$ cat src/rtl/instruction_decode_unit_pkg.sv
// Shared constants for the decode stage: opcode values, instruction
// field positions and default widths. Also holds the helper that
// decides whether an opcode reads rt as a source operand.
package instruction_decode_unit_pkg;

   localparam int NB_DATA_DEF     = 32;
   localparam int NB_REG_ADDR_DEF = 5;

   localparam logic [5:0] OP_RTYPE        = 6'b000000;
   localparam logic [5:0] OP_BEQ          = 6'b000100;
   localparam logic [5:0] OP_BNE          = 6'b000101;
   localparam logic [5:0] OP_LW           = 6'b100011;
   localparam logic [5:0] OP_SW           = 6'b101011;
   localparam logic [2:0] OP_STORE_PREFIX = 3'b101;

   localparam int OPCODE_LSB = 26;
   localparam int OPCODE_W   = 6;
   localparam int RS_LSB     = 21;
   localparam int RT_LSB     = 16;
   localparam int RD_LSB     = 11;
   localparam int SHAMT_LSB  = 6;
   localparam int SHAMT_W    = 5;
   localparam int FUNCT_LSB  = 0;
   localparam int FUNCT_W    = 6;
   localparam int IMM_LSB    = 0;
   localparam int IMM_W      = 16;

   // R-type, branches and stores read rt; everything else only reads rs.
   function automatic logic is_rt_source(input logic [OPCODE_W-1:0] opcode);
      return (opcode == OP_RTYPE) || (opcode == OP_BEQ) || (opcode == OP_BNE) ||
             (opcode[5:3] == OP_STORE_PREFIX);
   endfunction

endpackage

$ cat src/rtl/instruction_decode_unit_register_file.sv
// 32-entry register file for the decode stage.
// Ports: i_clock/i_reset_n, one write port (i_we, i_wa, i_wd),
// two combinational read ports (i_ra0/o_rd0, i_ra1/o_rd1).
// r0 is hardwired to zero; a same-cycle write to a nonzero read
// address is forwarded to that read port.
module register_file #(
   parameter int NB_DATA     = 32,
   parameter int NB_REG_ADDR = 5
) (
   input  logic                   i_clock,
   input  logic                   i_reset_n,
   input  logic                   i_we,
   input  logic [NB_REG_ADDR-1:0] i_wa,
   input  logic [NB_DATA-1:0]     i_wd,
   input  logic [NB_REG_ADDR-1:0] i_ra0,
   input  logic [NB_REG_ADDR-1:0] i_ra1,
   output logic [NB_DATA-1:0]     o_rd0,
   output logic [NB_DATA-1:0]     o_rd1
);

   localparam int N_REGS = 2 ** NB_REG_ADDR;

   logic [NB_DATA-1:0] mem_q [N_REGS];
   logic [NB_DATA-1:0] mem_d [N_REGS];
   logic               wr_en;

   assign wr_en = i_we && (i_wa != '0);

   always_comb begin
      mem_d = mem_q;
      if (wr_en) mem_d[i_wa] = i_wd;
   end

   always_ff @(posedge i_clock or negedge i_reset_n) begin
      if (!i_reset_n) mem_q <= '{default: '0};
      else            mem_q <= mem_d;
   end

   always_comb begin
      o_rd0 = '0;
      if (i_ra0 != '0) o_rd0 = (wr_en && (i_wa == i_ra0)) ? i_wd : mem_q[i_ra0];
   end

   always_comb begin
      o_rd1 = '0;
      if (i_ra1 != '0) o_rd1 = (wr_en && (i_wa == i_ra1)) ? i_wd : mem_q[i_ra1];
   end

endmodule

$ cat src/rtl/instruction_decode_unit.sv
// Decode stage: splits the fetched instruction into fields, reads
// operands from the register file, detects load-use hazards and
// registers the result into the ID/EX latch (one cycle latency).
// Inputs: instruction and pc+1 from fetch, flush, write-back port,
// EX-stage load info. Outputs: combinational o_stall to fetch and
// the registered ID/EX fields (o_valid, opcode/funct/rs/rt/rd/shamt,
// operand data, sign-extended immediate, pc+1).
module instruction_decode_unit
   import instruction_decode_unit_pkg::*;
#(
   parameter int NB_DATA     = NB_DATA_DEF,
   parameter int NB_REG_ADDR = NB_REG_ADDR_DEF,
   parameter int NB_PC       = 5
) (
   input  logic                   i_clock,
   input  logic                   i_reset_n,
   input  logic [NB_DATA-1:0]     i_instruction,
   input  logic [NB_PC-1:0]       i_pc_inc,
   input  logic                   i_flush,
   input  logic                   i_wb_write_enable,
   input  logic [NB_REG_ADDR-1:0] i_wb_addr,
   input  logic [NB_DATA-1:0]     i_wb_data,
   input  logic                   i_ex_mem_read,
   input  logic [NB_REG_ADDR-1:0] i_ex_rt,
   output logic                   o_stall,
   output logic                   o_valid,
   output logic [OPCODE_W-1:0]    o_opcode,
   output logic [FUNCT_W-1:0]     o_funct,
   output logic [NB_REG_ADDR-1:0] o_rs,
   output logic [NB_REG_ADDR-1:0] o_rt,
   output logic [NB_REG_ADDR-1:0] o_rd,
   output logic [SHAMT_W-1:0]     o_shamt,
   output logic [NB_DATA-1:0]     o_rs_data,
   output logic [NB_DATA-1:0]     o_rt_data,
   output logic [NB_DATA-1:0]     o_imm_ext,
   output logic [NB_PC-1:0]       o_pc_inc
);

   logic [OPCODE_W-1:0]    opcode;
   logic [FUNCT_W-1:0]     funct;
   logic [NB_REG_ADDR-1:0] rs, rt, rd;
   logic [SHAMT_W-1:0]     shamt;
   logic [IMM_W-1:0]       imm;
   logic [NB_DATA-1:0]     rs_rd, rt_rd;
   logic                   load_use;

   assign opcode = i_instruction[OPCODE_LSB +: OPCODE_W];
   assign rs     = i_instruction[RS_LSB +: NB_REG_ADDR];
   assign rt     = i_instruction[RT_LSB +: NB_REG_ADDR];
   assign rd     = i_instruction[RD_LSB +: NB_REG_ADDR];
   assign shamt  = i_instruction[SHAMT_LSB +: SHAMT_W];
   assign funct  = i_instruction[FUNCT_LSB +: FUNCT_W];
   assign imm    = i_instruction[IMM_LSB +: IMM_W];

   register_file #(
      .NB_DATA     (NB_DATA),
      .NB_REG_ADDR (NB_REG_ADDR)
   ) u_register_file (
      .i_clock (i_clock),
      .i_reset_n (i_reset_n),
      .i_we    (i_wb_write_enable),
      .i_wa    (i_wb_addr),
      .i_wd    (i_wb_data),
      .i_ra0   (rs),
      .i_ra1   (rt),
      .o_rd0   (rs_rd),
      .o_rd1   (rt_rd)
   );

   assign load_use = i_ex_mem_read && (i_ex_rt != '0) &&
                     ((i_ex_rt == rs) || (is_rt_source(opcode) && (i_ex_rt == rt)));

   // Flush squashes the instruction anyway, so holding fetch would be wrong.
   assign o_stall = i_reset_n && !i_flush && load_use;

   logic                   valid_d,   valid_q;
   logic [OPCODE_W-1:0]    opcode_d,  opcode_q;
   logic [FUNCT_W-1:0]     funct_d,   funct_q;
   logic [NB_REG_ADDR-1:0] rs_d,      rs_q;
   logic [NB_REG_ADDR-1:0] rt_d,      rt_q;
   logic [NB_REG_ADDR-1:0] rd_d,      rd_q;
   logic [SHAMT_W-1:0]     shamt_d,   shamt_q;
   logic [NB_DATA-1:0]     rs_data_d, rs_data_q;
   logic [NB_DATA-1:0]     rt_data_d, rt_data_q;
   logic [NB_DATA-1:0]     imm_ext_d, imm_ext_q;
   logic [NB_PC-1:0]       pc_inc_d,  pc_inc_q;

   // Bubble is all-zero; a real instruction loads every field.
   always_comb begin
      valid_d   = 1'b0;
      opcode_d  = '0;
      funct_d   = '0;
      rs_d      = '0;
      rt_d      = '0;
      rd_d      = '0;
      shamt_d   = '0;
      rs_data_d = '0;
      rt_data_d = '0;
      imm_ext_d = '0;
      pc_inc_d  = '0;
      if (!i_flush && !load_use) begin
         valid_d   = 1'b1;
         opcode_d  = opcode;
         funct_d   = funct;
         rs_d      = rs;
         rt_d      = rt;
         rd_d      = rd;
         shamt_d   = shamt;
         rs_data_d = rs_rd;
         rt_data_d = rt_rd;
         imm_ext_d = {{(NB_DATA-IMM_W){imm[IMM_W-1]}}, imm};
         pc_inc_d  = i_pc_inc;
      end
   end

   always_ff @(posedge i_clock or negedge i_reset_n) begin
      if (!i_reset_n) begin
         valid_q   <= 1'b0;
         opcode_q  <= '0;
         funct_q   <= '0;
         rs_q      <= '0;
         rt_q      <= '0;
         rd_q      <= '0;
         shamt_q   <= '0;
         rs_data_q <= '0;
         rt_data_q <= '0;
         imm_ext_q <= '0;
         pc_inc_q  <= '0;
      end else begin
         valid_q   <= valid_d;
         opcode_q  <= opcode_d;
         funct_q   <= funct_d;
         rs_q      <= rs_d;
         rt_q      <= rt_d;
         rd_q      <= rd_d;
         shamt_q   <= shamt_d;
         rs_data_q <= rs_data_d;
         rt_data_q <= rt_data_d;
         imm_ext_q <= imm_ext_d;
         pc_inc_q  <= pc_inc_d;
      end
   end

   assign o_valid   = valid_q;
   assign o_opcode  = opcode_q;
   assign o_funct   = funct_q;
   assign o_rs      = rs_q;
   assign o_rt      = rt_q;
   assign o_rd      = rd_q;
   assign o_shamt   = shamt_q;
   assign o_rs_data = rs_data_q;
   assign o_rt_data = rt_data_q;
   assign o_imm_ext = imm_ext_q;
   assign o_pc_inc  = pc_inc_q;

endmodule

$ cat config.mk
export PLATFORM = sky130hd
export DESIGN_NAME = instruction_decode_unit
export DESIGN_NICKNAME = d
export VERILOG_FILES = /design/src/rtl/instruction_decode_unit_pkg.sv /design/src/rtl/instruction_decode_unit_register_file.sv /design/src/rtl/instruction_decode_unit.sv
export SDC_FILE = /design/constraint.sdc
export NUM_CORES = 2
export LEC_CHECK = 0
export BUFFER_PORTS_ARGS = -buffer_cell sky130_fd_sc_hd__buf_2
export CORE_MARGIN = 1.5
export CORE_UTILIZATION = 67
export DETAILED_ROUTE_END_ITERATION = 7
export MAX_ROUTING_LAYER = met4
export PLACE_DENSITY = 0.85
export SETUP_SLACK_MARGIN = 0.2
export SLEW_MARGIN = 20
export SYNTH_ARGS = -nofsm -noshare
export SYNTH_HDL_FRONTEND = slang
export SYNTH_SLANG_ARGS = --single-unit
$ cat constraint.sdc
create_clock -name i_clock -period 3.08 [get_ports i_clock]
set_clock_uncertainty 0.2 [all_clocks]
set_input_delay 0.154 -clock i_clock [delete_from_list [all_inputs] [get_ports i_clock]]
set_output_delay 0.154 -clock i_clock [all_outputs]
set_load 0.02 [all_outputs]
==> results.txt <==
- For this design, the slowest cell found on the critical path is sky130_fd_sc_hd__dlygate4sd3_1.
* Die footprint: 89600 µm²
* Leading cell type in the layout, fill and taps excluded: sky130_fd_sc_hd__dfrtp_1
- The detailed router placed 40600 vias in this run.
- For this configuration, the core starts out at a cell density of 0.677.
- Of the total power, the share spent switching nets is 0.272.
* First-iteration detailed-routing DRC count: 4727
- Setup bufs post-CTS: 0
* Critical Path End Type: output pin
- 219 I/O pins were placed.
* Most instantiated flip-flop cell in the synthesis netlist: sky130_fd_sc_hd__dfrtp_1
* Total Wirelength: 176 mm
* Clock buffer depth: 3
* First-pass GRT wire length: 265 mm
- Of all nets on the critical path, the largest fanout is 4.
* Maximum number of pins on one net before global-route repair: 131
- Summed over all cells, the static leakage comes to 29.3 nW.
- Count of flip-flops with a built-in enable after synthesis: 0
- Of the total power, combinational logic draws 0.197.
- Last weighted congestion value of the routability-driven placer: 0.904
* Die W: 299 µm
- In this design, the stage delay of the slowest critical-path cell is 0.58 ns.
- The die is 299 µm tall.
- Global Route met3 Usage: 0.0917
- Counting every net in the synthesized netlist gives 4191.
- CTS H-Tree Depth: 3
- The critical path goes through dlygate4sd3_1, buf_2, o21ai_2, dlygate4sd3_1, nor4_2, nor2_1, nor3b_1, buf_2.
- Largest area contributor in the netlist: sky130_fd_sc_hd__dfrtp_1
- In this run the worst hold path is classified as in2reg.
- Master cell of the clock root buffer: sky130_fd_sc_hd__clkbuf_16
- In the final layout, the multi-input gates occupy 28400 µm².
- Unrepaired setup endpoints after global routing: yes
* Status: complete, no violations
- Once detail routing completed, the nets flagged for antenna violations numbered 0.
- Final HPWL from detailed placement: 103 mm
* DRC errors left: 0
- In the global route stage, met1 resource usage came out at 0.517.
- In this run the power spent charging and discharging nets is 11.7 mW.
- Vias in the first global route: 42000
- The max-slew violation count was 0.
* Crit Path Class: in2out
- Max frequency: 0.360 GHz
* Hold Violations, Final: 0
- Adding up every negative setup slack in the final design gives 0 ns.
- Worst-Margin Slew: 0.892 ns
- Of the post-synthesis cell area, the dominant cell type holds 0.479.
- In this run the core area contains 108 standard-cell rows.
- Of the synthesized area, sequential elements account for 0.479.
- The library cells used most frequently in the layout, excluding fill and tap cells, are sky130_fd_sc_hd__dfrtp_1, sky130_fd_sc_hd__mux2_2, sky130_fd_sc_hd__mux4_2.
- Worst relative slew slack: 0.403
- Final design utilization: 0.765
- Area of the mapped netlist: 58800 µm²
- Counting the fill cells in the layout gives 4946.
- Of the total power, registers draw 0.456.
* Clock network fraction of total power: 0.347
- Required time of the worst setup path: 2.73 ns
- Yosys printed 0 warnings.
* Length of the first detailed-routing pass in iterations: 7
- Fraction of final layout cells with drive strength greater than 1: 0.491
- Signal arrival time at the worst endpoint: 2.43 ns
- Crit path from: i_ex_mem_read
- For this design the ratio of total power to cell area is 644 nW/µm².
- Post-detailed-route via-to-cell ratio: 7.38
- Synth-to-Final Area Change: 13.0%
- The initial antenna violation count was 9.
* CTS sink count: 1126
- Counting the buffers created by CTS gives 116.
- Synth area leaders: sky130_fd_sc_hd__dfrtp_1, sky130_fd_sc_hd__mux2_2, sky130_fd_sc_hd__mux4_2
- At the later pin of the worst-skew pair, clock insertion delay measures 0.71 ns.
* Flip-flop and latch count after synthesis: 1126
* Mapped Avg Cell Area: 14.3 µm²
- Wire per inst: 32.0 µm
- RR Startpoint: u_register_file.mem_q[897]
* Global routing's busiest layer: met2
- Global routing finished with a remaining overflow of 0.
- Share of async-settable or async-resettable flops after synthesis: 1.00
- M2 GR Usage: 0.621
- In this run the most critical hold path is launched from i_instruction[6].
* Total Routing Usage GR: 0.410
- In this run the tool buffered the top-level ports with 218 buffer cells.
- Min cycle time layout: 2.78 ns
- Across the whole layout, storage elements account for 28200 µm².
* Internal Dissipation: 31.1 mW
* Peak supply drop: 0.000637 V
* Cell count after synthesis: 4107
- Final count of negative-setup-slack endpoints: 0
* Max-cap violation count: 0
- Placeable Area: 86900 µm²
- STA classifies the critical path startpoint as an input pin.
- In the final design database the tool counted 4321 nets.
- Period utilisation layout: 0.903
- Yosys mapped the design onto 50 distinct sky130hd cell types.
- TritonCTS built the clock tree.
* Clock-pin slew of the registers on the worst-case setup and hold paths: 0.06 ns
metal layers:
layer	share of wire	vias up
met5	0	-
met4	0.064	0
met3	0.10	720
met2	0.48	2740
met1	0.36	21300
li1	-	15900
worst max-delay path, delay by kind of cell:
| family | cells | cell delay, ns |
|---|---|---|
| buf+inv | 4 | 1.42 |
| compound gates | 1 | 0.04 |
| simple gates | 3 | 0.81 |
state kept, by name (all words and copies together), names as in the netlist:
signal and cells:
o_imm_ext 16, o_rs 5, o_rt 5, o_valid 1
u_register_file.mem_q 1024, o_rs_data 32, o_opcode 6, o_pc_inc 5
o_rt_data 32
metrics by stage:
stage                     power, mW  hold WS [ns]  setup slack [ns]  area [µm²]  std cells
after floorplan                25.1        -0.342             0.982       58800       4107
after global placement         27.2        -0.104             0.493       61400       5172
after detailed placement       27.7       -0.0992             0.454       61400       5172
after CTS                      42.6       0.00376             0.308       66400       5489
after global routing           44.2        0.0339             0.195       66500       5497
final                          42.8        0.0254             0.300       66500       5500
layout make-up:
cell class | count | area share
diodes | 11 | 0.000414
repair buffers | 509 | 0.0652
clock buffers | 171 | 0.0518
inverters | 3 | 0.000169
well taps | 1155 | 0.0217
clock inverters | 44 | 0.00890
multi-input cells | 2481 | 0.428
flip-flops and latches | 1126 | 0.424
cells by family (layout without fill, tap and decap cells):
kind of cell,after synthesis,in the layout,share of synthesized area
flip-flops,1126,1126,0.479
other,0,11,0
buffers and inverters,500,727,0.0409
multiplexers,1602,1602,0.384
AND/OR/NAND/NOR,446,446,0.0402
AO/OA/AOI/OAI,413,413,0.0530
XOR/XNOR,20,20,0.00298
power groups by stage:
stage	Combinational, mW	Sequential [mW]	Clock (mW)
floorplan	6.13	19.0	0
global placement	7.84	19.3	0
detailed placement	8.14	19.6	0
CTS	8.36	19.4	14.9
global route	8.93	19.8	15.5
finish	8.41	19.5	14.9
cell usage after synthesis (all sizes together), types with 63 or more instances:
library cell  count
a211oi          218
a22oi            63
and2             66
buf             270
clkbuf          227
dfrtp          1126
mux2           1056
mux2i           128
mux4            418
nor2            144
nor2b            97
nor3             67
worst paths after layout:
check                                              endpoint  cells past startpoint  slack (ns)
max in group asynchronous        u_register_file.mem_q[561]                      3        1.35
min in group asynchronous        u_register_file.mem_q[690]                      3        0.08
worst max register to register                 o_rt_data[1]                      7        0.83
worst min-delay path                           o_imm_ext[6]                      3        0.03
worst min register to register  u_register_file.mem_q[1000]                      0        0.20
worst max-delay path                                o_stall                      8        0.30
timing repair:
item / in CTS / in global routing
hold endpoints to repair: 2220 / 0
hold buffers: 102 / 0
resized for setup: 0 / 1
setup endpoints to repair: 0 / 20
Note: power is estimated with default switching activity, not from simulation.
